--- config.mk ---
export PLATFORM = sky130hd
export DESIGN_NAME = alu_issue_scheduler
export DESIGN_NICKNAME = d
export VERILOG_FILES = /design/src/rtl/alu_issue_scheduler.sv
export SDC_FILE = /design/constraint.sdc
export NUM_CORES = 1
export LEC_CHECK = 0
export CORE_AREA = 3 3 329 331
export DETAILED_ROUTE_END_ITERATION = 10
export DIE_AREA = 0 0 332 334
export HOLD_SLACK_MARGIN = 0.06
export SYNTH_ARGS = -nofsm -noshare
export SYNTH_HDL_FRONTEND = slang
export SYNTH_SLANG_ARGS = --single-unit
--- constraint.sdc ---
create_clock -name clk -period 2.73 [get_ports clk]
set_input_delay 0.6825 -clock clk [delete_from_list [all_inputs] [get_ports clk]]
set_output_delay 0.6825 -clock clk [all_outputs]
set_load 0.005 [all_outputs]
--- src/rtl/alu_issue_scheduler.sv ---
// alu_issue_scheduler: round-robin issue of reservation-station ops onto one shared ALU,
// holding operands for the op's latency class and handing the result to the CDB.
module alu_issue_scheduler #(
    parameter int NUM_REQ = 4,
    parameter int TAG_W   = 6,
    parameter int OP_W    = 6,
    parameter int MUL_LAT = 3,
    parameter int DIV_LAT = 16
) (
    input  logic                     clk,
    input  logic                     reset_n,
    input  logic [NUM_REQ-1:0]       req_valid,
    output logic [NUM_REQ-1:0]       req_ready,
    input  logic [NUM_REQ*OP_W-1:0]  req_op,
    input  logic [NUM_REQ-1:0]       req_usign,
    input  logic [NUM_REQ*2-1:0]     req_class,
    input  logic [NUM_REQ*64-1:0]    req_a,
    input  logic [NUM_REQ*64-1:0]    req_b,
    input  logic [NUM_REQ*TAG_W-1:0] req_tag,
    input  logic                     flush,
    output logic [OP_W-1:0]          alu_op,
    output logic                     alu_usign,
    output logic [63:0]              alu_a,
    output logic [63:0]              alu_b,
    input  logic [63:0]              alu_result,
    input  logic                     alu_take_branch,
    output logic                     out_valid,
    input  logic                     out_ready,
    output logic [63:0]              out_result,
    output logic                     out_take_branch,
    output logic [TAG_W-1:0]         out_tag,
    output logic                     busy
);
    localparam int PW = NUM_REQ > 1 ? $clog2(NUM_REQ) : 1;
    localparam int CW = $clog2(DIV_LAT > MUL_LAT ? DIV_LAT : MUL_LAT) + 1;

    typedef enum logic [1:0] {IDLE, EXEC, DONE} state_t;

    state_t          state;
    logic [PW-1:0]   rr_ptr;
    logic [CW-1:0]   count;
    logic [TAG_W-1:0] tag;
    logic [PW-1:0]   win;
    logic            any;
    logic            grant;
    logic [1:0]      cls;
    logic [CW-1:0]   cnt_init;

    // First valid request at or after rr_ptr, wrapping.
    always_comb begin
        any = 1'b0;
        win = '0;
        for (int i = 0; i < NUM_REQ; i++) begin
            if (!any && req_valid[PW'((int'(rr_ptr) + i) % NUM_REQ)]) begin
                any = 1'b1;
                win = PW'((int'(rr_ptr) + i) % NUM_REQ);
            end
        end
    end

    assign grant     = state == IDLE && !flush && any;
    assign req_ready = (grant && reset_n) ? NUM_REQ'(1) << win : '0;
    assign cls       = req_class[win*2 +: 2];
    assign cnt_init  = cls == 2'd1 ? CW'(MUL_LAT - 1) : cls == 2'd2 ? CW'(DIV_LAT - 1) : '0;
    assign busy      = state != IDLE;

    always_ff @(posedge clk or negedge reset_n) begin
        if (!reset_n) begin
            state           <= IDLE;
            rr_ptr          <= '0;
            count           <= '0;
            tag             <= '0;
            alu_op          <= '0;
            alu_usign       <= 1'b0;
            alu_a           <= '0;
            alu_b           <= '0;
            out_valid       <= 1'b0;
            out_result      <= '0;
            out_take_branch <= 1'b0;
            out_tag         <= '0;
        end else if (flush) begin
            state     <= IDLE;
            out_valid <= 1'b0;
            count     <= '0;
        end else begin
            case (state)
                IDLE: if (grant) begin
                    alu_op    <= req_op[win*OP_W +: OP_W];
                    alu_usign <= req_usign[win];
                    alu_a     <= req_a[win*64 +: 64];
                    alu_b     <= req_b[win*64 +: 64];
                    tag       <= req_tag[win*TAG_W +: TAG_W];
                    rr_ptr    <= win == PW'(NUM_REQ - 1) ? '0 : win + 1'b1;
                    count     <= cnt_init;
                    state     <= EXEC;
                end
                EXEC: if (count == '0) begin
                    out_result      <= alu_result;
                    out_take_branch <= alu_take_branch;
                    out_tag         <= tag;
                    out_valid       <= 1'b1;
                    state           <= DONE;
                end else begin
                    count <= count - 1'b1;
                end
                DONE: if (out_ready) begin
                    out_valid <= 1'b0;
                    state     <= IDLE;
                end
                default: state <= IDLE;
            endcase
        end
    end
endmodule
==> results.sh <==
export IMPL_outcome="finished with violations"
export IMPL_violations="setup timing"
export IMPL_worstPathArrival_ns=2.15
export IMPL_synth_edff_count=0
export IMPL_path_class="in -> out"
export IMPL_async_flop_share=1.00
export IMPL_numCtsBuffers=29
export IMPL_cts_tree="built"
export IMPL_ctsLongestPathBuffers=3
export IMPL_rows=119
export IMPL_setup_violations=4
export IMPL_critPathLaunchType="input port"
export IMPL_drive_gt1_frac=0.127
export IMPL_route_vias_total=16111
export IMPL_gp_congestion=0.858
export IMPL_rsz0062_at_grt="true"
export IMPL_final_nets=2902
export IMPL_cts_root_buf="clkbuf_16"
export IMPL_multiInputGateArea_um2=7680
export IMPL_drc=0
export IMPL_synth_warning_count=0
export IMPL_post_place_cells=3601
export IMPL_n_fill_cell=11398
export IMPL_fmax_mhz=352
export IMPL_die_h_um=334
export IMPL_yosys_most_used_dff="dfrtp_1"
export IMPL_clock_latency_ns=0.60
export IMPL_cts_sinks=222
export IMPL_maxCapViolations=0
export IMPL_avgSynthCellArea_um2=9.82
export IMPL_yosysTopAreaCell="dfrtp_1"
export IMPL_wire_per_inst_um=22.6
export IMPL_worst_slew_pin_transition_ns=0.941
export IMPL_syn_to_final_growth_pct=89.5
export IMPL_numPortBuffers=856
export IMPL_post_place_ws_ns=-0.673
export IMPL_ir_drop_uv=485
export IMPL_antenna_found_initial=11
export IMPL_drtIter0Drc=1102
export IMPL_finalNonFillerCells=3667
export IMPL_fin_setup_tns_ns=-0.351
export IMPL_holdCritPathClass="reg -> reg"
export IMPL_grtUsageTotal=0.140
export IMPL_p_sw_frac=0.379
export IMPL_seq_area_frac_synth=0.402
export IMPL_power_mw=23.5
export IMPL_grt_max_degree=112
export IMPL_setup_ws_ns=-0.107
export IMPL_hold_ws_ns=0.492
export IMPL_io_pins=857
export IMPL_relSlewSlack=0.373
export IMPL_grt_pass1_wl_um=118000
export IMPL_finalCriticalPeriod_ns=2.84
export IMPL_finalCritPeriodShare=1.04
export IMPL_grt_overflow=0
export IMPL_fin_skew_ns=0.0226
export IMPL_synthCells=1407
export IMPL_cp_max_fo=5
export IMPL_synth_seq_cells=222
export IMPL_hold_viol=0
export IMPL_cp_required_ns=2.05
export IMPL_synth_common_cells="dfrtp_1, nand2_1, mux2i_1"
export IMPL_yosysMostFrequentCell="dfrtp_1"
export IMPL_power_density_nw_per_um2=896
export IMPL_total_leakage_power_nw=10.3
export IMPL_p_int_mw=14.6
export IMPL_yosysUniqueCellTypes=39
export IMPL_grt_pass1_vias=16295
export IMPL_clkTransAtPathRegs_ns=0.06
export IMPL_synth_top_area_frac=0.402
export IMPL_fp_dieW_um=332
export IMPL_syn_nets=2059
export IMPL_crit_path_end_kind="output port"
export IMPL_synth_area_leaders="dfrtp_1, mux2i_1, a211o_1"
export IMPL_drv_slew=0
export IMPL_dr_pass1_iters=5
export IMPL_p_comb_frac=0.548
export IMPL_htreeDepth=1
export IMPL_syn_area_um2=13800
export IMPL_pwr_share_seq=0.254
export IMPL_drt_total_wl_um=82800
export IMPL_dp_hpwl_um=63500
export IMPL_p_clk_frac=0.197
export IMPL_initial_core_util=0.131
export IMPL_seqCellArea_um2=5560
export IMPL_die_area_um2=111000
export IMPL_ant_nets=0
export IMPL_p_sw_mw=8.90
export IMPL_core_um2=105000
export IMPL_post_drt_via_cell_ratio=4.39
## registers in the layout (all words and copies together) (netlist names), 5 cells and up
signal and flops:
alu_a 64, alu_b 64, alu_op 6, count 5
tag 6, out_tag 6, out_result 64
## power by group through the flow
stage	registers, mW	logic (mW)	clock network, mW
after global placement	5.92	12.7	0
final	5.97	12.9	4.63
after detailed placement	5.96	12.8	0
after CTS	5.95	12.9	4.75
after global routing	6.13	13.8	4.87
after floorplan	5.83	5.41	0
## per-layer routing
metal,up-vias,part of all wire,wire (µm),global-route usage
li1,7204,-,-,-
met1,8044,0.41,33600,0.173
met2,769,0.49,40900,0.245
met3,92,0.072,5960,0.0295
met4,2,0.027,2240,0.0412
met5,-,0.00016,13,0
## metrics by stage
step	area, µm²	utilization
3_3_place_gp	24900	0.236
2_1_floorplan	13800	-
6_report	26200	0.248
3_5_place_dp	24900	0.236
4_1_cts	26100	0.248
5_1_grt	26200	0.248
## critical path: stages
cell	delay (ns)
dlygate4sd2_1	0.27
buf_4	0.18
nand2b_1	0.15
a211oi_2	0.25
nor2_4	0.09
buf_6	0.13
ha_4	0.14
and3_4	0.14
buf_6	0.11
## cells by family after synthesis
family,share of synthesized area
AO/OA/AOI/OAI,0.251
XOR/XNOR,0.000634
adder cells (fa/ha/maj),0.00634
buffers and inverters,0.0529
flip-flops,0.402
multiplexers,0.165
AND/OR/NAND/NOR,0.122
## worst paths after layout
check / from / end / slack [ns] / cells past startpoint
worst max-delay path: req_valid[3] / req_ready[2] / -0.11 / 9
worst min-delay path: alu_a[12]$_DFFE_PN0P_ / alu_a[12]$_DFFE_PN0P_ / 0.49 / 2
worst max register to register: rr_ptr[1]$_DFFE_PN0P_ / alu_b[58]$_DFFE_PN0P_ / 0.10 / 10
worst min register to register: alu_a[12]$_DFFE_PN0P_ / alu_a[12]$_DFFE_PN0P_ / 0.49 / 2
max in group asynchronous: reset_n / out_result[6]$_DFFE_PN0P_ / 0.94 / 4
min in group asynchronous: reset_n / alu_b[6]$_DFFE_PN0P_ / 0.68 / 3
## cell usage in the layout, fill, tap and decap left out, types with 3 or more instances in the layout
cell / netlist / layout
inv_1: 3 / 3
nor2_4: 0 / 3
o211ai_1: 141 / 141
buf_6: 0 / 6
nand2b_1: 4 / 4
diode_2: 0 / 3
dlygate4sd2_1: 0 / 4
a21oi_1: 6 / 6
ha_1: 7 / 4
inv_6: 0 / 3
nor3_1: 3 / 3
clkbuf_1: 134 / 4
a211o_1: 141 / 141
mux2_2: 72 / 72
dfrtp_1: 222 / 220
nand2_1: 151 / 149
o21ai_0: 6 / 6
clkinv_2: 0 / 4
nand4_1: 141 / 141
clkbuf_16: 0 / 29
buf_4: 1 / 94
clkbuf_8: 0 / 4
nor2_1: 10 / 9
o31ai_1: 141 / 141
clkdlybuf4s50_1: 0 / 846
buf_12: 0 / 35
bufinv_16: 0 / 9
mux2i_1: 147 / 147
## final cells by class
type | count | share of cell area
inverter | 5 | 0.00119
sequential | 222 | 0.212
clock inverter | 17 | 0.0124
multi-input combinational | 1001 | 0.293
clock buffer | 37 | 0.0304
timing repair buffer | 991 | 0.384
tap | 1391 | 0.0665
antenna | 3 | 0.000287
## repair_timing
action / in CTS / in global routing
hold endpoints to repair: 12 / 0
gates resized for setup: 38 / 8
hold buffers: 1 / 0
buffers inserted: 6 / 2
setup endpoints to repair: 6 / 21
pin swaps: 6 / 6
(Power assumes the default switching activity.)
